<file path="config.mk">
export PLATFORM = sky130hd
export DESIGN_NAME = countdown_timer
export DESIGN_NICKNAME = d
export VERILOG_FILES = /design/src/rtl/countdown_timer.sv
export SDC_FILE = /design/constraint.sdc
export NUM_CORES = 1
export LEC_CHECK = 0
export CORE_MARGIN = 8
export CORE_UTILIZATION = 45
export CTS_BUF_LIST = sky130_fd_sc_hd__clkbuf_8
export DETAILED_ROUTE_END_ITERATION = 6
export PLACE_DENSITY = 0.8
export SKIP_LAST_GASP = 1
export SYNTH_ARGS = -nofsm -noshare
export SYNTH_HDL_FRONTEND = slang
export SYNTH_SLANG_ARGS = --single-unit
</file>
<file path="constraint.sdc">
create_clock -name clk -period 2.5 [get_ports clk]
set_input_delay 0.25 -clock clk [delete_from_list [all_inputs] [get_ports clk]]
set_output_delay 0.25 -clock clk [all_outputs]
set_load 0.05 [all_outputs]
</file>
<file path="src/rtl/countdown_timer.sv">
// countdown_timer: loadable prescaled down-counter with pause/abort and a one-cycle done pulse.
// Define COUNTDOWN_TIMER_SVA_EN to compile the built-in assertions and covers.
module countdown_timer #(
  parameter int WIDTH    = 8,
  parameter int PRESCALE = 1
) (
  input  logic             clk,
  input  logic             rst_n,
  input  logic             load_vld,
  output logic             load_rdy,
  input  logic [WIDTH-1:0] load_val,
  input  logic             pause,
  input  logic             abort,
  output logic [WIDTH-1:0] cnt,
  output logic             busy,
  output logic             done
);
  localparam int PW = PRESCALE > 1 ? $clog2(PRESCALE) : 1;
  typedef enum logic [1:0] {IDLE, RUN, HOLD} state_t;
  state_t state, state_nx;
  logic [PW-1:0] pre, pre_nx;
  logic [WIDTH-1:0] cnt_nx;
  logic done_nx, tick;
  assign load_rdy = state == IDLE;
  assign busy     = state != IDLE;
  always_ff @(posedge clk or negedge rst_n)
    if (!rst_n) begin
      state <= IDLE;
      pre   <= '0;
      cnt   <= '0;
      done  <= 1'b0;
    end else begin
      state <= state_nx;
      pre   <= pre_nx;
      cnt   <= cnt_nx;
      done  <= done_nx;
    end
  // HOLD with pause released behaves exactly like RUN, so resuming costs no extra cycle
  always_comb begin
    state_nx = state;
    pre_nx   = pre;
    cnt_nx   = cnt;
    done_nx  = 1'b0;
    tick     = 1'b0;
    if (abort) begin
      state_nx = IDLE;
      pre_nx   = '0;
      cnt_nx   = '0;
    end else if (state == IDLE) begin
      if (load_vld) begin
        cnt_nx   = load_val;
        pre_nx   = '0;
        state_nx = load_val != '0 ? RUN : IDLE;
        done_nx  = load_val == '0;
      end
    end else if (pause) begin
      state_nx = HOLD;
    end else begin
      state_nx = RUN;
      tick     = pre == PW'(PRESCALE - 1);
      pre_nx   = tick ? '0 : pre + PW'(1);
      if (tick) begin
        cnt_nx = cnt - WIDTH'(1);
        if (cnt == WIDTH'(1)) begin
          state_nx = IDLE;
          done_nx  = 1'b1;
        end
      end
    end
  end
`ifdef COUNTDOWN_TIMER_SVA_EN
  property p_run_step;
    @(posedge clk) disable iff (!rst_n)
      (state == RUN && $past(state) != IDLE) |-> (cnt == $past(cnt) || cnt == $past(cnt) - WIDTH'(1));
  endproperty
  property p_done_idle;
    @(posedge clk) disable iff (!rst_n) done |-> (cnt == '0 && state == IDLE);
  endproperty
  property p_done_single;
    @(posedge clk) disable iff (!rst_n) done |=> !done;
  endproperty
  property p_no_x;
    @(posedge clk) disable iff (!rst_n) !$isunknown({cnt, done, busy, load_rdy});
  endproperty
  property p_reset_cnt;
    @(posedge clk) !rst_n |=> cnt == '0;
  endproperty
  property p_abort_no_done;
    @(posedge clk) disable iff (!rst_n) abort |=> !done;
  endproperty
  a_run_step:      assert property (p_run_step)      else $error("a_run_step : FAIL");
  a_done_idle:     assert property (p_done_idle)     else $error("a_done_idle : FAIL");
  a_done_single:   assert property (p_done_single)   else $error("a_done_single : FAIL");
  a_no_x:          assert property (p_no_x)          else $error("a_no_x : FAIL");
  a_reset_cnt:     assert property (p_reset_cnt)     else $error("a_reset_cnt : FAIL");
  a_abort_no_done: assert property (p_abort_no_done) else $error("a_abort_no_done : FAIL");
  c_run_step:      cover property (p_run_step);
  c_done_idle:     cover property (p_done_idle);
  c_done_single:   cover property (p_done_single);
  c_no_x:          cover property (p_no_x);
  c_reset_cnt:     cover property (p_reset_cnt);
  c_abort_no_done: cover property (p_abort_no_done);
`endif
endmodule

</file>
==> impl_metrics.env <==
export IMPL_grt_pass1_vias=661
export IMPL_drt_first_pass_iters=4
export IMPL_fin_tns_setup_ns=0
export IMPL_final_util_pct=65.66
export IMPL_synthXorXnorAreaFrac_pct=0
export IMPL_overflow=0
export IMPL_routabilityCongestion=0.8884
export IMPL_die_w_um=54.82
export IMPL_ys_seq_area_share_pct=40.59
export IMPL_post_route_min_period_ns=2.047
export IMPL_synth_edf_count=0
export IMPL_drc=0
export IMPL_wl_per_cell_um=17.17
export IMPL_vias_per_cell=6.139
export IMPL_post_cts_resized=0
export IMPL_cp_end_kind="flip-flop"
export IMPL_grt_antenna_before_repair=0
export IMPL_timing_fmax_mhz=488.5
export IMPL_worstPathArrival_ns=2.17
export IMPL_start_util_pct=46.64
export IMPL_htree_levels=1
export IMPL_syn_avg_cell_area_um2=9.042
export IMPL_final_period_utilization_pct=81.89
export IMPL_post_cts_setup_buffers=0
export IMPL_gr_usage_all_layers_pct=13.79
export IMPL_crit_slowest_cell="or3b_2"
export IMPL_path_class="flip-flop to flip-flop"
export IMPL_synth_top_area_share_pct=40.59
export IMPL_antenna_cells=0
export IMPL_finalNetCount=115
export IMPL_core_area_um2=1454
export IMPL_slowest_delay_ns=0.50
export IMPL_die_height_um=54.82
export IMPL_final_cells=115
export IMPL_ant_nets=0
export IMPL_cts_root_buf="clkbuf_8"
export IMPL_setup_slack_ns=0.4527
export IMPL_synthArstFlopShare_pct=100.0
export IMPL_area_delta_synth_final_pct=40.78
export IMPL_ys_warnings_count=0
export IMPL_rsz0062_at_grt="false"
export IMPL_synth_top_family_by_area="compound AO/OA/AOI/OAI gates"
export IMPL_drt_iter0_markers=20
export IMPL_outcome="finished, final reports clean"
export IMPL_setup_viol=0
export IMPL_cts_sinks=11
export IMPL_cp_max_fo=4
export IMPL_finalPower_mw=0.6541
export IMPL_ys_types=33
export IMPL_relSlewSlack_pct=52.52
export IMPL_cp_start_kind="flip-flop"
export IMPL_fin_skew_ns=0.003516
export IMPL_synthCells=75
export IMPL_max_cap_violations=0
export IMPL_cts_tree="built"
export IMPL_p_leak_nw=0.4066
export IMPL_place_ws_ns=0.4973
export IMPL_synth_ff_type="dfrtp_1"
export IMPL_drv_slew=0
export IMPL_ys_seq_elements=11
export IMPL_dp_cells=111
export IMPL_vias=706
export IMPL_synth_cell_area_um2=678.2
export IMPL_grt_pass1_wl_um=2980
export IMPL_yosys_area_share_simple_pct=22.88
export IMPL_io_buffers=23
export IMPL_whs_ns=0.3615
export IMPL_cts_buffers=3
export IMPL_crit_chain="inv_1 > ha_1 > or3b_2 > or4_1 > a32o_1"
export IMPL_final_area_um2=954.7
export IMPL_tightest_slew_ns=0.7107
export IMPL_ir_drop_mv=0.4843
export IMPL_grt_max_degree=17
export IMPL_synth_adder_area_share_pct=3.690
export IMPL_hold_viol=0
export IMPL_yosys_top_cells_area="dfrtp_1, a21oi_1, ha_1"
export IMPL_yosysTopAreaCell="dfrtp_1"
export IMPL_wl_um=1974
export IMPL_cp_required_ns=2.63
export IMPL_design_die_area_um2=3005
export IMPL_ctsHoldBuffers=0
export IMPL_synthesis_nets=90
export IMPL_hpwl_um=1465
export IMPL_rows=14
export IMPL_synth_common_cells="dfrtp_1, a21oi_1, nand2_1"
export IMPL_synth_mux_area_share_pct=0
export IMPL_hold_class="input port to asynchronous set/reset pin"
export IMPL_drive_above_1_share_pct=10.10
export IMPL_clk_latency_ns=0.24
export IMPL_io_pins=24
export IMPL_clock_path_buffers=2
export IMPL_synth_most_common_cell="dfrtp_1"
export IMPL_clkTransAtPathRegs_ns=0.05
export IMPL_synth_compound_area_share_pct=28.23
export IMPL_powerDensity_nw_per_um2=685.2
export IMPL_placed_cell_area_um2=909.6
cell usage in the layout, fill, tap and decap left out, drive strengths merged, types with 3 or more instances in the layout:
cell / instances
a21o: 3
a21oi: 6
clkbuf: 3
clkdlybuf4s50: 22
dfrtp: 11
inv: 5
nand2: 6
nor2: 4
o21ai: 5
or3: 3
area by class of cell:
cell class	instances	area, um^2
Fill cell	120	499.2
Inverter	4	15.01
Clock inverter	1	3.754
Timing Repair Buffer	23	227.7
Clock buffer	3	41.29
Sequential cell	11	275.3
Multi-Input combinational cell	57	371.6
Tap cell	16	20.02
worst max-delay path, delay by kind of cell, from the launching register on:
| family | cells | cell delay, ns |
|---|---|---|
| buf+inv | 1 | 0.12 |
| compound gates | 1 | 0.27 |
| simple gates | 2 | 0.92 |
| flops | 1 | 0.42 |
| fa+ha+maj | 1 | 0.21 |
worst paths after layout:
path                                    start                 end  slack, ns  depth (start not counted)
hold reg to reg            cnt[6]$_DFFE_PN0P_  cnt[6]$_DFFE_PN0P_       0.55                          1
hold / removal                          rst_n  cnt[7]$_DFFE_PN0P_       0.36                          1
max in group asynchronous               rst_n  cnt[1]$_DFFE_PN0P_       1.78                          1
setup reg to reg           cnt[1]$_DFFE_PN0P_  cnt[6]$_DFFE_PN0P_       0.45                          5
min in group clk           cnt[6]$_DFFE_PN0P_  cnt[6]$_DFFE_PN0P_       0.55                          1
setup / recovery           cnt[1]$_DFFE_PN0P_  cnt[6]$_DFFE_PN0P_       0.45                          5
flip-flops by register name, summed over array words and instances, names as in the netlist:
signal and count:
cnt 8, done 1, state 2
where the power goes:
part / total (mW) / leakage, nW / internal [mW] / switching [mW]
clock network: 0.173 / 0.0269 / 0.108 / 0.0655
registers: 0.221 / 0.146 / 0.197 / 0.0246
logic: 0.260 / 0.233 / 0.0995 / 0.160
total: 0.654 / 0.407 / 0.404 / 0.250
kinds of logic after synthesis:
group           after synthesis
flops                        11
compound gates               28
simple gates                 27
fa+ha+maj                     2
buf+inv                       7
per-layer routing:
| layer | global-route usage, % | vias to the layer above | part of all wire, % |
|---|---|---|---|
| met1 | 17.08 | 337 | 43 |
| li1 | - | 333 | - |
| met5 | 0 | - | 0 |
| met4 | 10.25 | 0 | 2.8 |
| met3 | 1.359 | 5 | 7.6 |
| met2 | 21.51 | 31 | 46 |
Note: power is estimated with default switching activity, not from simulation.
